## src/rtl/ahb_slave_phase_ctrl.sv

```systemverilog
// ahb_slave_phase_ctrl
//
// AHB-Lite slave front end that sits directly ahead of the address decoder. It captures the
// address phase into haddr_reg/hsize_reg/hwrite_reg, sequences the data phase, and drives
// HREADYOUT/HRESP. Buffer reads that would underflow are held with wait states for up to
// MAX_WAIT cycles and then fail. Illegal accesses get the two-cycle ERROR response.
// rd_en/wr_en pulse for exactly one cycle when a data phase completes with OKAY.
//
// Ports
//   clk               system clock, rising edge
//   n_rst             synchronous active-low reset
//   hsel              slave select
//   htrans[1:0]       0 IDLE, 1 BUSY, 2 NONSEQ, 3 SEQ
//   haddr[3:0]        byte address (address phase)
//   hsize[1:0]        0 byte, 1 half, 2 word, 3 reserved
//   hwrite            1 write, 0 read
//   buffer_occupancy  bytes currently held in the data buffer
//   hready            HREADYOUT, 1 completes the current data phase
//   hresp             0 OKAY, 1 ERROR
//   haddr_reg         address of the transfer in data phase
//   hsize_reg         size of the transfer in data phase
//   hwrite_reg        direction of the transfer in data phase
//   rd_en             one-cycle strobe, read data phase completes OKAY
//   wr_en             one-cycle strobe, write data phase completes OKAY
//
// All outputs are decoded from registered state only (state, captured address phase and the
// occupancy input for the underflow check), so a legal transfer completes with zero wait states.

module ahb_slave_phase_ctrl #(
    parameter int unsigned MAX_WAIT  = 8,
    parameter int unsigned OCC_WIDTH = 7
) (
    input  logic                 clk,
    input  logic                 n_rst,
    input  logic                 hsel,
    input  logic [1:0]           htrans,
    input  logic [3:0]           haddr,
    input  logic [1:0]           hsize,
    input  logic                 hwrite,
    input  logic [OCC_WIDTH-1:0] buffer_occupancy,
    output logic                 hready,
    output logic                 hresp,
    output logic [3:0]           haddr_reg,
    output logic [1:0]           hsize_reg,
    output logic                 hwrite_reg,
    output logic                 rd_en,
    output logic                 wr_en
);

    localparam int unsigned CntW = $clog2(MAX_WAIT + 1);

    typedef enum logic [2:0] {
        StIdle,
        StData,
        StWait,
        StDone,
        StErr1,
        StErr2
    } state_e;

    state_e          state_q, state_d;
    logic [3:0]      haddr_q, haddr_d;
    logic [1:0]      hsize_q, hsize_d;
    logic            hwrite_q, hwrite_d;
    logic [CntW-1:0] wait_cnt_q, wait_cnt_d;

    logic                 ready_c;
    logic                 resp_c;
    logic                 rd_c;
    logic                 wr_c;
    logic                 trans_active;
    logic                 accept;
    logic                 addr_bad;
    logic                 ro_region;
    logic                 illegal;
    logic                 underflow;
    logic [OCC_WIDTH-1:0] need_bytes;

    // Access checks on the captured address phase.
    always_comb begin
        addr_bad   = haddr_q inside {4'h9, 4'hA, 4'hB, 4'hE, 4'hF};
        ro_region  = haddr_q inside {[4'h4:4'h8]};
        illegal    = addr_bad || (hsize_q == 2'd3) || (hwrite_q && ro_region);
        // A read of 2^hsize bytes from the buffer window needs that many bytes present.
        need_bytes = OCC_WIDTH'(1) << hsize_q;
        underflow  = !hwrite_q && (haddr_q <= 4'h3) && (buffer_occupancy < need_bytes);
    end

    // NONSEQ and SEQ start a transfer; IDLE and BUSY never do.
    assign trans_active = (htrans == 2'b10) || (htrans == 2'b11);

    always_comb begin
        ready_c    = 1'b1;
        resp_c     = 1'b0;
        rd_c       = 1'b0;
        wr_c       = 1'b0;
        state_d    = state_q;
        wait_cnt_d = wait_cnt_q;
        haddr_d    = haddr_q;
        hsize_d    = hsize_q;
        hwrite_d   = hwrite_q;

        unique case (state_q)
            StIdle: begin
                // Bus idle: ready, OKAY.
            end
            StData: begin
                if (illegal) begin
                    ready_c = 1'b0;
                    state_d = StErr1;
                end else if (underflow) begin
                    ready_c    = 1'b0;
                    state_d    = StWait;
                    wait_cnt_d = CntW'(1);
                end else begin
                    rd_c = !hwrite_q;
                    wr_c = hwrite_q;
                end
            end
            StWait: begin
                ready_c = 1'b0;
                if (!underflow) begin
                    state_d = StDone;
                end else if (wait_cnt_q == CntW'(MAX_WAIT)) begin
                    state_d = StErr1;
                end else begin
                    wait_cnt_d = wait_cnt_q + CntW'(1);
                end
            end
            StDone: begin
                // Stalled read finally completes; only reads ever stall.
                rd_c = 1'b1;
            end
            StErr1: begin
                ready_c = 1'b0;
                resp_c  = 1'b1;
                state_d = StErr2;
            end
            StErr2: begin
                resp_c = 1'b1;
            end
            default: begin
                state_d = StIdle;
            end
        endcase

        // Any cycle that ends with hready high closes the data phase and samples the next
        // address phase, which gives pipelined back-to-back transfers.
        accept = ready_c && hsel && trans_active;
        if (ready_c) begin
            if (accept) begin
                state_d    = StData;
                haddr_d    = haddr;
                hsize_d    = hsize;
                hwrite_d   = hwrite;
                wait_cnt_d = '0;
            end else begin
                state_d = StIdle;
            end
        end
    end

    always_ff @(posedge clk) begin
        if (!n_rst) begin
            state_q    <= StIdle;
            haddr_q    <= '0;
            hsize_q    <= '0;
            hwrite_q   <= 1'b0;
            wait_cnt_q <= '0;
        end else begin
            state_q    <= state_d;
            haddr_q    <= haddr_d;
            hsize_q    <= hsize_d;
            hwrite_q   <= hwrite_d;
            wait_cnt_q <= wait_cnt_d;
        end
    end

    assign hready     = ready_c;
    assign hresp      = resp_c;
    assign rd_en      = rd_c;
    assign wr_en      = wr_c;
    assign haddr_reg  = haddr_q;
    assign hsize_reg  = hsize_q;
    assign hwrite_reg = hwrite_q;

endmodule

```

## config.mk

```make
export PLATFORM = sky130hd
export DESIGN_NAME = ahb_slave_phase_ctrl
export DESIGN_NICKNAME = d
export VERILOG_FILES = /design/src/rtl/ahb_slave_phase_ctrl.sv
export SDC_FILE = /design/constraint.sdc
export NUM_CORES = 1
export LEC_CHECK = 0
export BUFFER_PORTS_ARGS = -buffer_cell sky130_fd_sc_hd__buf_2
export CAP_MARGIN = 25
export CORE_MARGIN = 3
export CORE_UTILIZATION = 49
export DETAILED_ROUTE_END_ITERATION = 7
export PLACE_DENSITY = 0.74
export SYNTH_ARGS = -nofsm -noshare
export SYNTH_HDL_FRONTEND = slang
export SYNTH_SLANG_ARGS = --single-unit
```

## constraint.sdc

```tcl
create_clock -name clk -period 2.9 [get_ports clk]
set_input_delay 0.29 -clock clk [delete_from_list [all_inputs] [get_ports clk]]
set_output_delay 0.29 -clock clk [all_outputs]
set_load 0.02 [all_outputs]
```

======== Yosys cells after proc, flatten, opt, wreduce, memory -nomap -nowiden ========
Cells that the tools add are included.
W data, S select, Z words.
storage, ports and cells
  flip-flop bits (word level) ............. 14
operators by class
  $add $sub $neg .......................... 1
  muxes and demuxes ....................... 24
  eq/ne operators ......................... 17
  shift-type cells ........................ 1
  order comparisons ....................... 4
  reduce and logical (&&, ||, !) cells .... 17
operators with widths
  operator               count
  $eq A4 B4 Y1 const B   6
  $mux W4                6
  $mux W3                5
  $pmux W3 S4            1
  $mux W1                9
  $ne A4 B4 Y1 const B   2
  $pmux W4 S2            1
  $lt A7 B7 Y1           1
  $shl A1 B2 Y7 const A  1
  $eq A2 B2 Y1 const B   3
  $eq A3 B2 Y1 const B   2
  $eq A3 B3 Y1 const B   2
  $logic_and A1 B1 Y1    6
  $reduce_bool A5 Y1     1
  $add A4 B1 Y4 const B  1
  $ge A4 B3 Y1 const B   1
  $le A4 B2 Y1 const B   1
  $le A4 B4 Y1 const B   1
  $pmux W1 S2            2
  $reduce_or A2 Y1       2
  $eq A3 B1 Y1 const B   1
  $logic_not A3 Y1       1
  $logic_or A1 B1 Y1     3
  $reduce_and A3 Y1      1
  other kinds (4)        4

======== Longest topological paths before layout ========
Gate-level depths: netlist (run 1).
  depth after elaboration ................. 10
  mapped depth ............................ 8

======== Worst setup path before layout (run 1) ========
Ideal clock, no wire load.
  path type ............................... register to output
  from .................................... register hsize_q[1], in the netlist hsize_reg[1]
  to ...................................... output rd_en
  setup slack ............................. 669 ps
  cell stages (with the launch flop) ...... 9
  arrival time ............................ 1941 ps
  path buffers ............................ 1
  path through ............................ dfxtp_1 > nand2_1 > ha_1 > nand2b_1 > o311ai_2 > or2_1 > buf_6 > a31oi_1 > nor2_1
on the way
  word-level cells in the longest chain between the ends .. 6
  elaborated cells between the ends (all ways) .. 9
  classes of those cells .................. order compare: 1; eq/ne: 1; shift: 1; mux: 3; reduce/logical: 3
ends and longest elaborated chain
  item                    line  RTL
  from (decl)             63    logic [1:0] hsize_q, hsize_d;
  from (signal assigned)  173   hsize_q <= hsize_d;
  $shl A1 B2 Y7           85    need_bytes = OCC_WIDTH'(1) << hsize_q;
  $lt A7 B7 Y1            86    underflow = !hwrite_q && (haddr_q <= 4'h3) && (buffer_occupancy < need_bytes);
  $logic_and A1 B1 Y1     86
  $mux W1                 111   end else if (underflow) begin
  $mux W1 *               108   if (illegal) begin
  $pmux W1 S2 *           103   unique case (state_q)
  to (decl)               46    output logic rd_en,
Mark *: on every way between the ends. The rest lies on a longest branch, timed or not.

======== Final worst setup path (run 1) ========
Ends and elaborated chain as after synthesis.

==> flow_summary_export.csv, run 1 <==
group,metric,value,unit
setup_path,start_kind,"flop",
power,ir_worst_vdd,332,uV
sta,finalHoldViolCount,0,
sta,period_share,91.0,%
sta,whs,0.239,ns
die,row_count,15,
sta,skew,0.000808,ns
flow_run,maxCapViolCount,0,
sta,maxSlewViolCount,0,
synthesis,ys.warnings.count,0,
layout,nNetsFinal,166,
sta,fin_crit,2.64,ns
clock_tree,postCtsSetupBuffers,0,
sta,fmax,0.379,GHz
setup_path,critPathArrivalTime,2.35,ns
placement,place_congestion,0.831,
synthesis,yosysMostFrequentCell,"nand2_1",
clock_tree,holdBufCountCts,0,
sta,slew-limit-headroom,57.6,%
synthesis,syn_nets,136,
power,finalPower,0.390,mW
global_route,grt_overflow,0,
drt,initialDrtViolationCount,33,
status,status,"complete, no violations",
die,die_h,49.6,um
clock_tree,cts_buffers,3,
clock_tree,root_buffer,"clkbuf_4",
synthesis,synth_cell_types,37,
global_route,grt_pass1_wl,3.72,mm
layout,seqCellArea,280,um2
global_route,antenna_found_initial,0,
setup_path,critical_path.max_fanout,9,
synthesis,synthFlopType,"dfxtp_1",
synthesis,syn-cell-area,930,um2
setup_path,required,2.61,ns
layout,syn_to_final_growth,19.1,%
global_route,grtUsageTotal,19.5,%
setup_path,endpoint_kind,"output pin",
synthesis,yosys.area.top_type_share,30.1,%
synthesis,post-synth-top-area-cell,"dfxtp_1",
die,initial_utilization,52.7,%
synthesis,synth_common_cells,"23 x nand2_1, 14 x dfxtp_1, 7 x mux2i_1",
power,leakage,0.430,nW
die,fp.dieArea,0.00246,mm2
sta,rsz0062_at_grt,"false",
clock_tree,clock_latency,0.29,ns
clock_tree,cts_sinks,14,
drt,drc,0,
setup_path,critPathKind,"reg2out",
synthesis,syn-instance-count,112,
synthesis,ys_seq_area_share,30.1,%
synthesis,synth-edff-count,0,
power,power_density,352,mW/mm2
die,die_x,49.6,um
synthesis,synth_seq_cells,14,
placement,dp_hpwl,1.64,mm
layout,insertedDiodeCount,0,
drt,num_vias,931,
synthesis,avgSynthCellArea,8.30,um2
worst_hold_path,hold_path.class,"in2reg",
drt,dr.pass1.iters,4,
clock_tree,post_cts_resized,0,
sta,worst_slew_pin_slew,0.634,ns
layout,fill_cells,173,
synthesis,synth_area_leaders,"dfxtp_1 30%, nand2_1 9.3%, mux2i_1 7.5%",
layout,multi_input_area,607,um2
die,core,0.00176,mm2
sta,finalSetupViolations,0,
drt,ant_nets,0,
clock_tree,cts_tree,"done",
clock_tree,htreeDepth,1,
clock_tree,path_clk_slew,0.08,ns
global_route,grt_max_degree,17,
drt,drt-vias-per-instance,5.64,
drt,wl,2.17,mm
layout,final_layout_size_suffix_gt1_share,25.7,%
clock_tree,clockBufferDepth,2,
die,io_pins,30,
global_route,grt_pass1_vias,803,
placement,io_buffers,28,
drt,wl_per_cell,13.1,um
synthesis,async_flop_share,0,%
sta,finalSetupTns,0,ns
==> layout by cell type, fill, tap and decap left out <==
cell	instances
o211ai_1	2
o31ai_1	1
or2_1	1
a211oi_1	2
dfxtp_1	14
clkbuf_4	3
or3_1	1
or4b_1	1
a31oi_1	2
o2bb2ai_1	1
nor3b_1	3
nand3b_1	2
a21oi_1	5
ha_1	5
xnor2_1	1
o41a_1	1
mux2i_1	7
nor2_1	5
nor4_4	1
nand2b_1	5
o311ai_2	1
o21a_1	1
a211o_1	1
nor2b_1	1
nand3_1	3
buf_4	1
a2111oi_2	1
nor3_1	1
a32oi_1	1
buf_2	28
a22o_1	1
nor3_2	1
a311oi_1	2
nand2_1	23
o21ai_0	5
inv_1	5
o31a_1	1
==> logic make-up (layout without fill, tap and decap cells) <==
kind of cell,after synthesis,after routing,share of synthesized area (%)
simple gates,48,48,27.3
compound gates,28,28,22.7
flops,14,14,30.1
buf+inv,9,37,4.58
mux,7,7,7.54
fa+ha+maj,5,5,6.73
xor+xnor,1,1,0.942
==> layout make-up <==
class / instances / area share, %
inverter: 5 / 1.69
sequential: 14 / 25.3
tap: 25 / 2.82
timing repair buffer: 29 / 13.3
clock buffer: 3 / 2.03
multi-input combinational: 89 / 54.8
==> layer usage <==
metal / up-vias / global-route usage (%) / wire, um
met5: - / 0 / 0
met4: 0 / 10.6 / 43
met3: 5 / 3.93 / 122
met2: 31 / 29.5 / 1040
met1: 426 / 25.7 / 959
li1: 469 / - / -
==> final timing paths <==
path | start | to | slack, ns | cells past startpoint
setup / recovery | hsize_reg[1] | rd_en | 0.26 | 8
hold / removal | haddr[2] | haddr_reg[2] | 0.24 | 3
setup reg to reg | hsize_reg[1] | state_q[2] | 0.63 | 7
hold reg to reg | haddr_reg[0] | haddr_reg[0] | 0.49 | 2
==> power breakdown <==
group	internal [mW]	leakage, nW	switching, mW
clock	0.0483	0.0138	0.0645
sequential	0.198	0.114	0.00879
combinational	0.0303	0.302	0.0400
==> metrics by stage <==
step | setup slack, ns | util (%) | cell area (um2) | instances
2_1_floorplan | 0.669 | - | 930 | 112
3_3_place_gp | 0.643 | 61.5 | 1080 | 162
3_5_place_dp | 0.606 | 61.5 | 1080 | 162
4_1_cts | 0.295 | 62.8 | 1110 | 165
5_1_grt | 0.0985 | 62.8 | 1110 | 165
6_report | 0.260 | 62.8 | 1110 | 165
==> critical path: stages (launching register included) <==
cell      delay, ns
dfxtp_1        0.45
nand2_1        0.12
ha_1           0.29
nand2b_1       0.08
o311ai_2       0.41
or2_1          0.34
a31oi_1        0.13
nor2_1         0.09
buf_2          0.16
Note: power is estimated with default switching activity, not from simulation.
==> inputs of run 2 (changes only) <==
--- a/config.mk
+++ b/config.mk
@@ -6,11 +6,12 @@
 export NUM_CORES = 1
 export LEC_CHECK = 0
 export BUFFER_PORTS_ARGS = -buffer_cell sky130_fd_sc_hd__buf_2
-export CAP_MARGIN = 25
+export CAP_MARGIN = 20
 export CORE_MARGIN = 3
 export CORE_UTILIZATION = 49
 export DETAILED_ROUTE_END_ITERATION = 7
 export PLACE_DENSITY = 0.74
+export REMOVE_ABC_BUFFERS = 1
 export SYNTH_ARGS = -nofsm -noshare
 export SYNTH_HDL_FRONTEND = slang
 export SYNTH_SLANG_ARGS = --single-unit
==> run 2 against run 1 <==
  * First-iteration DRC count shrank 18%
  * Sequential power about the same
  * Total power is 8.1% higher
  * Via count increased by 0.86%
  * Design area up 1.9%
  * Core utilization rose by 1.2 points
  * Fmax grew 2.3%
  * Global-route usage shrank 0.21 points
  * Count of clock-buffer cells in the layout is 1 higher
  * Sequential cell count unchanged
  * Worst hold slack improved by 0.0054 ns
  * Critical endpoint unchanged
==> flow_summary_export.csv, run 2 (synthesized netlist as in run 1, its figures left out) <==
group,metric,value,unit
die,die_h,49.6,um
setup_path,start_kind,"flop",
setup_path,crit_chain,"nand2_1, ha_1, nand2b_1, o311ai_2, or2_1, a31oi_1, nor2_1, buf_2",
placement,dp_hpwl,1.63,mm
die,die_x,49.6,um
layout,insertedDiodeCount,0,
setup_path,r2r_start,"hsize_reg[1]",
power,leakage,0.442,nW
clock_tree,clock_latency,0.28,ns
sta,worst_slew_pin_slew,0.638,ns
layout,final_cells,167,
setup_path,critical_path.max_fanout,9,
setup_path,required,2.61,ns
sta,whs,0.244,ns
sta,fmax,0.388,GHz
setup_path,worst_path_largest_cell_delay,0.45,ns
layout,mostFrequentLayoutCell,"buf_2",
setup_path,cp_top_family,"simple AND/OR/NAND/NOR gates",
clock_tree,path_clk_slew,0.09,ns
drt,initialDrtViolationCount,27,
drt,num_vias,939,
die,io_pins,30,
clock_tree,cts_sinks,14,
sta,finalHoldViolCount,0,
clock_tree,post_cts_resized,0,
sta,period_share,89.0,%
placement,place_inst,163,
power,ir_worst_vdd,314,uV
clock_tree,root_buffer,"clkbuf_4",
drt,wl,2.15,mm
global_route,grt_pass1_wl,3.77,mm
clock_tree,clockBufferDepth,2,
clock_tree,cts_tree,"done",
layout,nNetsFinal,167,
clock_tree,cts_buffers,3,
global_route,antenna_found_initial,0,
clock_tree,postCtsSetupBuffers,0,
sta,slew-limit-headroom,57.4,%
clock_tree,holdBufCountCts,0,
die,initial_utilization,52.7,%
setup_path,critPathKind,"reg2out",
sta,skew,0.00109,ns
setup_path,startpoint,"hsize_reg[1]",
sta,fin_crit,2.58,ns
placement,place_congestion,0.875,
sta,maxSlewViolCount,0,
drt,wl_per_cell,12.8,um
global_route,grt_pass1_vias,897,
sta,fin_ws,0.320,ns
worst_hold_path,min_from,"haddr[3]",
die,core,0.00176,mm2
flow_run,maxCapViolCount,0,
placement,place_ws,0.632,ns
global_route,grt_max_degree,17,
layout,final_cell_mix,"28 x buf_2, 23 x nand2_1, 14 x dfxtp_1",
setup_path,endpoint_kind,"output pin",
drt,dr.pass1.iters,4,
power,power_density,373,mW/mm2
power,finalPower,0.421,mW
setup_path,critPathArrivalTime,2.29,ns
placement,io_buffers,28,
global_route,grt_overflow,0,
worst_hold_path,hold_path.class,"in2reg",
sta,finalSetupTns,0,ns
layout,final_layout_size_suffix_gt1_share,26.8,%
drt,drt-vias-per-instance,5.62,
setup_path,worst-path-buf-inv,1,
status,status,"complete, no violations",
global_route,grtUsageTotal,19.3,%
die,fp.dieArea,0.00246,mm2
drt,drc,0,
sta,rsz0062_at_grt,"false",
die,row_count,15,
sta,finalSetupViolations,0,
layout,syn_to_final_growth,21.4,%
drt,ant_nets,0,
clock_tree,htreeDepth,1,
setup_path,crit_slowest_cell,"dfxtp_1",
run 2: changes by cell type in the layout (fill, tap and decap cells not counted):
| cell | change |
|---|---|
| buf_4 | +1 |
| clkbuf_8 | +1 |
run 2: final timing paths:
check | cells after the start | endpoint | slack [ns]
worst max-delay path | 8 | rd_en | 0.32
worst min register to register | 2 | haddr_reg[1] | 0.47
worst min-delay path | 3 | haddr_reg[3] | 0.24
worst max register to register | 7 | state_q[2] | 0.65
run 2: worst register-to-register path, cell delays in order, from the launching register on:
cell and delay [ns]:
dfxtp_1 0.45, nand2_1 0.11, ha_1 0.28, nand2b_1 0.12
o311ai_2 0.15, or2_1 0.37, o41a_1 0.36, a2111oi_2 0.33
run 2: final cells by class:
class | instances | area, um2
multi-input combinational | 89 | 607
fill | 178 | 636
timing repair buffer | 30 | 155
sequential | 14 | 280
clock buffer | 4 | 36.3
tap | 25 | 31.3
inverter | 5 | 18.8
run 2: routing by layer:
metal	global-route usage, %	vias to the layer above	part of all wire (%)
met5	0	-	0
li1	-	467	-
met1	24.5	442	47
met3	4.23	2	5.7
met2	32.2	28	46
met4	5.99	0	0.56
run 2: power breakdown:
| group | internal (mW) | switching [mW] |
|---|---|---|
| Clock | 0.0763 | 0.0667 |
| Sequential | 0.198 | 0.00834 |
| Combinational | 0.0312 | 0.0411 |
| Total | 0.305 | 0.116 |
run 2: metrics by stage:
| step | util, % | area, um2 |
|---|---|---|
| floorplan | - | 906 |
| global placement | 61.9 | 1090 |
| detailed placement | 61.9 | 1090 |
| CTS | 64.0 | 1130 |
| global route | 64.0 | 1130 |
| finish | 64.0 | 1130 |
